==> src/rtl/mem_arbiter.sv <==
// rtl/mem_arbiter.sv - two-port round-robin arbiter sharing one synchronous-read RAM
//
// Ports:
//   clk, reset              rising-edge clock, synchronous active-high reset
//   req_x/we_x/addr_x/wdata_x  requester x (a = CPU, b = debug/loader); addr bit AW flags out-of-range
//   ack_x, rdata_x          one-cycle completion pulse and held read result per port
//   ram_addr/ram_we/ram_wdata/ram_rdata  single-port RAM, read data valid one cycle after address
//   busy                    high whenever an access is in flight
//   contend_cnt             saturating count of idle cycles with both ports requesting
module mem_arbiter #(
  parameter int AW = 8,
  parameter int DW = 16
) (
  input  logic          clk,
  input  logic          reset,
  input  logic          req_a,
  input  logic          we_a,
  input  logic [AW:0]   addr_a,
  input  logic [DW-1:0] wdata_a,
  input  logic          req_b,
  input  logic          we_b,
  input  logic [AW:0]   addr_b,
  input  logic [DW-1:0] wdata_b,
  output logic          ack_a,
  output logic [DW-1:0] rdata_a,
  output logic          ack_b,
  output logic [DW-1:0] rdata_b,
  output logic [AW-1:0] ram_addr,
  output logic          ram_we,
  output logic [DW-1:0] ram_wdata,
  input  logic [DW-1:0] ram_rdata,
  output logic          busy,
  output logic [7:0]    contend_cnt
);

  localparam logic [1:0] S_IDLE   = 2'd0;
  localparam logic [1:0] S_ACCESS = 2'd1;
  localparam logic [1:0] S_READ   = 2'd2;
  localparam logic [1:0] S_RESP   = 2'd3;

  logic [1:0]    state_q, state_d;
  logic          gnt_b_q, gnt_b_d;    // granted port: 0 = A, 1 = B
  logic          last_b_q, last_b_d;  // last served port: 0 = A, 1 = B
  logic          we_q, we_d;
  logic [AW:0]   addr_q, addr_d;
  logic [DW-1:0] wdata_q, wdata_d;
  logic [DW-1:0] rdata_a_q, rdata_a_d;
  logic [DW-1:0] rdata_b_q, rdata_b_d;
  logic [7:0]    cnt_q, cnt_d;
  logic          pick_b;

  // B wins when it is alone, or on a tie when A was served last.
  assign pick_b = req_b & (~req_a | ~last_b_q);

  always_comb begin
    state_d   = state_q;
    gnt_b_d   = gnt_b_q;
    last_b_d  = last_b_q;
    we_d      = we_q;
    addr_d    = addr_q;
    wdata_d   = wdata_q;
    rdata_a_d = rdata_a_q;
    rdata_b_d = rdata_b_q;
    cnt_d     = cnt_q;
    case (state_q)
      S_IDLE: begin
        if (req_a && req_b && (cnt_q != 8'hFF)) begin
          cnt_d = cnt_q + 8'd1;
        end
        if (req_a || req_b) begin
          gnt_b_d = pick_b;
          we_d    = pick_b ? we_b    : we_a;
          addr_d  = pick_b ? addr_b  : addr_a;
          wdata_d = pick_b ? wdata_b : wdata_a;
          state_d = S_ACCESS;
        end
      end
      S_ACCESS: state_d = S_READ;
      S_READ: begin
        // RAM data for the address presented in ACCESS is valid now.
        if (!we_q) begin
          if (gnt_b_q) begin
            rdata_b_d = addr_q[AW] ? '0 : ram_rdata;
          end else begin
            rdata_a_d = addr_q[AW] ? '0 : ram_rdata;
          end
        end
        state_d = S_RESP;
      end
      S_RESP: begin
        last_b_d = gnt_b_q;
        state_d  = S_IDLE;
      end
      default: state_d = S_IDLE;
    endcase
  end

  always_ff @(posedge clk) begin
    if (reset) begin
      state_q   <= S_IDLE;
      gnt_b_q   <= 1'b0;
      last_b_q  <= 1'b1;
      we_q      <= 1'b0;
      addr_q    <= '0;
      wdata_q   <= '0;
      rdata_a_q <= '0;
      rdata_b_q <= '0;
      cnt_q     <= '0;
    end else begin
      state_q   <= state_d;
      gnt_b_q   <= gnt_b_d;
      last_b_q  <= last_b_d;
      we_q      <= we_d;
      addr_q    <= addr_d;
      wdata_q   <= wdata_d;
      rdata_a_q <= rdata_a_d;
      rdata_b_q <= rdata_b_d;
      cnt_q     <= cnt_d;
    end
  end

  // Write strobe is decoded from the current state so a write in ACCESS
  // still commits on the edge where reset is sampled.
  assign ram_addr    = addr_q[AW-1:0];
  assign ram_we      = (state_q == S_ACCESS) & we_q & ~addr_q[AW];
  assign ram_wdata   = wdata_q;
  assign ack_a       = (state_q == S_RESP) & ~gnt_b_q;
  assign ack_b       = (state_q == S_RESP) & gnt_b_q;
  assign rdata_a     = rdata_a_q;
  assign rdata_b     = rdata_b_q;
  assign busy        = (state_q != S_IDLE);
  assign contend_cnt = cnt_q;

endmodule
==> config.mk <==
export PLATFORM = sky130hd
export DESIGN_NAME = mem_arbiter
export DESIGN_NICKNAME = d
export VERILOG_FILES = /design/src/rtl/mem_arbiter.sv
export SDC_FILE = /design/constraint.sdc
export NUM_CORES = 1
export LEC_CHECK = 0
export ABC_AREA = 0
export CORE_MARGIN = 8
export CORE_UTILIZATION = 45
export DETAILED_ROUTE_END_ITERATION = 6
export MAX_ROUTING_LAYER = met4
export PLACE_DENSITY = 0.84
export SYNTH_ARGS = -nofsm -noshare
export SYNTH_HDL_FRONTEND = slang
export SYNTH_SLANG_ARGS = --single-unit
==> constraint.sdc <==
create_clock -name clk -period 4.46 [get_ports clk]
set_input_delay 0.892 -clock clk [delete_from_list [all_inputs] [get_ports clk]]
set_output_delay 0.892 -clock clk [all_outputs]
set_load 0.1 [all_outputs]
; ---- Word level (Yosys, flattened, before mapping)
; Cells that the tools add are included.
[op_classes]
n_addsub = 1
mul = 0
div_mod_pow = 0
order_cmp = 0
n_eq_ne = 5
n_shift = 0
muxes = 6
bitwise = 11
reduce_logical = 9
[ops]
columns = cell, n
row1 = 16-bit two-way mux, 2
row2 = 9-bit two-way mux, 1
row3 = "8-bit by 1-bit adder with 8-bit output, second input constant", 1
row4 = "8-bit inequality test, second input constant", 1
row5 = 2-bit one-hot mux with 4 select lines, 1
row6 = 3-bit AND reduction, 2
row7 = 1-bit bitwise AND, 5
row8 = 1-bit NOT, 5
row9 = "2-bit equality test, second input constant", 2
row10 = 2-bit AND reduction, 2
row11 = "2-bit by 1-bit equality test with 1-bit output, second input constant", 1
row12 = 1-bit logical AND, 2
row13 = 2-bit logical NOT, 1
row14 = 2-bit two-way mux, 1
row15 = "2-bit inequality test, second input constant", 1
row16 = 2-bit nonzero test, 1
row17 = 1-bit logical OR, 1
row18 = 1-bit two-way mux, 1
row19 = 1-bit OR, 1
[totals]
regBits = 70
latchBits = 0
mem_bits_rw = 0
mem_bits_ro = 0
input_bits = 72
output_inout_bits = 68
word_cells = 41
mem_count = 0

; ---- Depth between registers and ports, before layout
[logic_depth]
depth_word = 4
ltp_mapped = 7
mapped_depth_nobuf = 6

; ---- Worst setup path after synthesis
; Ideal clock, no wire load.
[synth_path]
kind = register -> output
from = register addr_q[8]
to = output ram_we
arrival_ps = 1848
t_required_ps = 3568
path_slack_ps = 1720
stages_incl_launch_ff = 3
n_path_buf = 1
path_cell_list = dfxtp_1 > clkbuf_1 > nor2_1
[synth_between]
elab_chain_len = 2
[synth_rtl]
columns = element, line_no
row1 = start: declaration, 45  ; logic [AW:0] addr_q, addr_d;
row2 = start signal: assignment, 114  ; addr_q <= addr_d;
row3 = 1-bit NOT, 125  ; assign ram_we = (state_q == S_ACCESS) & we_q & ~addr_q[AW];
row4 = 1-bit bitwise AND, 125
row5 = end: declaration, 29  ; output logic ram_we,
; Every way passes these cells.

; ---- Final worst setup path
[layout_path]
from = register state_q[0]
to = output busy
[layout_between]
elab_chain_len = 1
[layout_rtl]
columns = element, line_no
row1 = start: declaration, 41  ; logic [1:0] state_q, state_d;
row2 = start signal: assignment, 110  ; state_q <= state_d;
row3 = 2-bit nonzero test, 131  ; assign busy = (state_q != S_IDLE);
row4 = end: declaration, 32  ; output logic busy,
; Every way passes these cells.

==> summary.txt <==
CTS
  • Reg clk slew, reported paths: 70 ps
  • Clock Tree Root: clkbuf_8
  • H-Tree Depth: 3
  • Post_cts resized: 0
  • CTS Hold Buffers Added: 0
  • CTS tree: yes
  • CTS Buffer Depth: 2
  • Setup bufs post-CTS: 0
  • CTS Buf Count: 9
  • Clk Latency, worst-skew pair: 340 ps
  • Sinks on Clock Net: 70

Yosys
  • FFs w/ async S/R, synth: 0%
  • Dominant cell type by area after synthesis: dfxtp_1
  • Most frequent cell after synthesis: dfxtp_1
  • Area share of the largest cell type after synthesis: 44.98%
  • Post-Syn Area per Cell: around 9 µm²
  • Netlist cell types: 42
  • Post-synthesis cell count: approximately 350
  • Post-synthesis sequential area ratio: 44.98%
  • Mapped Area: approximately 3100 µm²
  • Synth cell count leaders: dfxtp_1, nand2_1, nor2_1, a21oi_1, mux2i_1
  • Number of synthesized flops with an enable pin: 0
  • Mapped Nets: around 430
  • #FFs+latches synth: 70
  • Most used DFF post-synth: dfxtp_1
  • Synth top area cells: dfxtp_1, mux2i_1, nand2_1
  • Synth warnings: 0

Die
  • Initial Util: 46.11%
  • Die area: ~9800 µm²
  • Die Span Y: around 99 µm
  • Die width: between 90 and 100 µm
  • Core Area: 6756 µm²
  • # IOs: 140
  • Cell Rows: 30

Finish
  • Post-route insts no fill: around 560
  • Area grow syn2layout: 49.56%
  • # nets final: 550
  • Finished Cell Area: between 4000 and 5000 µm²
  • ANT cells: 0
  • Layout cells sized above 1: 6.485%

Setup path
  • Crit path required time: between 3000 and 4000 ps
  • Crit. End Element: output port
  • CP max FO: 6
  • CP peak stage delay: between 1000 and 1500 ps
  • Cell at the slowest stage of the critical path: clkdlybuf4s50_1
  • Cell chain of the critical path: inv_1 -> ha_1 -> inv_2 -> clkdlybuf4s50_1
  • Worst EP arrival: ~2300 ps
  • Startpoint type of the worst setup path: flop
  • Worst Setup Path Type: flop to output port

Power
  • Logic pwr share: 54.1%
  • Pwr dens: between 600 and 700 nW/µm²
  • LEAKAGE: 0.001714 µW
  • Internal: 1535 µW
  • Part of the power in the clock network: a little under a fifth
  • Sequential power share: 27.1%
  • P_sw: approximately 1600 µW
  • Switching share of power: between 50% and 60%
  • Max IR drop VDD: about 390 µV

Drt
  • DR vias/cell: a little over 5
  • WL final: ~8700 µm
  • Vias: approximately 2900
  • WL per Instance: 15.51 µm
  • DR pass1 iterations: 4
  • DRT iter0 DRCs: 84
  • Post-DRT Antenna Nets: 0
  • # DRC: 0

STA
  • Final setup viols: 0
  • Slew @ Worst Pin: ~1100 ps
  • Final hold violation count: 0
  • Post-Route Skew: 10.62 ps
  • Slew headroom: 26.44%
  • Final Max Tran Viols: 0
  • Period utilization: around 72%
  • RSZ-0062 raised after global routing: false
  • Highest Clock Rate: 310.2 MHz
  • Fin Setup TNS: 0 ps
  • Post-route minimum period: ~3200 ps

Placed design
  • HPWL Detailed: 6375 µm
  • RePlAce Congestion: between 0.7 and 0.8
  • Port Buffers: 139
  • Dpl cells: 542
  • DP Area: around 4400 µm²

Job
  • Max Cap Viol: 0

Global route
  • First-pass GRT wire length: between 10000 and 15000 µm
  • Remaining Overflow, GRT: 0
  • GRT Total Usage: between 10% and 20%
  • Vias in the first global route: 3000
  • Initial antenna violation count: 0
  • Largest net degree at the start of global routing: 55

Status
  • Status: complete, no violations

Hold path
  • Hold Path Class: flop to flop
metrics by stage:
step           setup WS, ps  total power (µW)  utilization [%]  hold slack [ps]
2_1_floorplan          1720              2175                -            457.5
3_3_place_gp           1490              2505            65.50            443.8
3_5_place_dp           1494              2531            65.50            448.5
4_1_cts                1224              3117            68.96            457.6
5_1_grt                1138              3241            68.96            480.2
6_report               1237              3094            68.96            457.3
power by group through the flow:
stage	logic, µW	registers, µW	clock network [µW]
after floorplan	741	1430	0
after global placement	1660	844	0
after detailed placement	1680	851	0
after CTS	1690	838	593
after global routing	1770	852	622
final	1670	837	584
path summary, 6_finish.rpt:
check                            startpoint            to  slack [ps]  cells after the start
worst max-delay path             state_q[0]          busy        1240                      4
worst min-delay path            rdata_b[11]   rdata_b[11]         460                      2
worst max register to register   state_q[0]  ram_wdata[7]        2280                      6
worst min register to register  rdata_b[11]   rdata_b[11]         460                      2
sequential cells by signal, indices dropped and copies added (netlist names):
signal,count
state_q,2
we_q,1
last_b_q,1
rdata_a,16
contend_cnt,8
ram_wdata,16
gnt_b_q,1
rdata_b,16
addr_q,9
per-layer routing:
metal	up-vias	wire length (µm)	global-route usage, %
met3	6	922	7.263
li1	1426	-	-
met2	123	3932	28.93
met5	-	0	-
met4	0	87	6.868
met1	1307	3709	20.95
final cells by class:
cell class,instances,area (µm²)
clock buffer,13,168.9
clock inverter,3,65.06
fill,534,2097
inverter,4,15.01
multi-input combinational,247,1508
sequential,70,1401
tap,80,100.1
timing repair buffer,141,1401
cell families (layout without fill, tap and decap cells):
| kind of cell | Yosys count | in the layout | synth area share (%) |
|---|---|---|---|
| and+or+nand+nor | 138 | 138 | 19.96 |
| DFF | 70 | 70 | 44.98 |
| adders and majority gates | 5 | 5 | 2.008 |
| xor gates and xnor gates | 6 | 6 | 1.687 |
| AOI/OAI and AO/OA | 70 | 70 | 15.50 |
| muxes | 28 | 28 | 8.996 |
| buffers and inverters | 35 | 161 | 6.867 |
critical path, delay by kind of cell (launching register included):
family | cells | cell delay, ps
buf+inv | 3 | 1340
fa+ha+maj | 1 | 280
flops | 1 | 370
placed cells by master (no fill, tap or decap), drive strengths merged, types with 2 or more instances in the layout:
cell type,instances
mux2i,28
nand2,67
buf,3
a211oi,26
and2,2
dfxtp,70
nor2b,16
ha,5
xor2,5
o211ai,3
a21oi,33
bufinv,2
inv,4
nand3,3
clkbuf,13
clkdlybuf4s50,138
and3,3
nor2,39
Note: power is estimated with default switching activity, not from simulation.
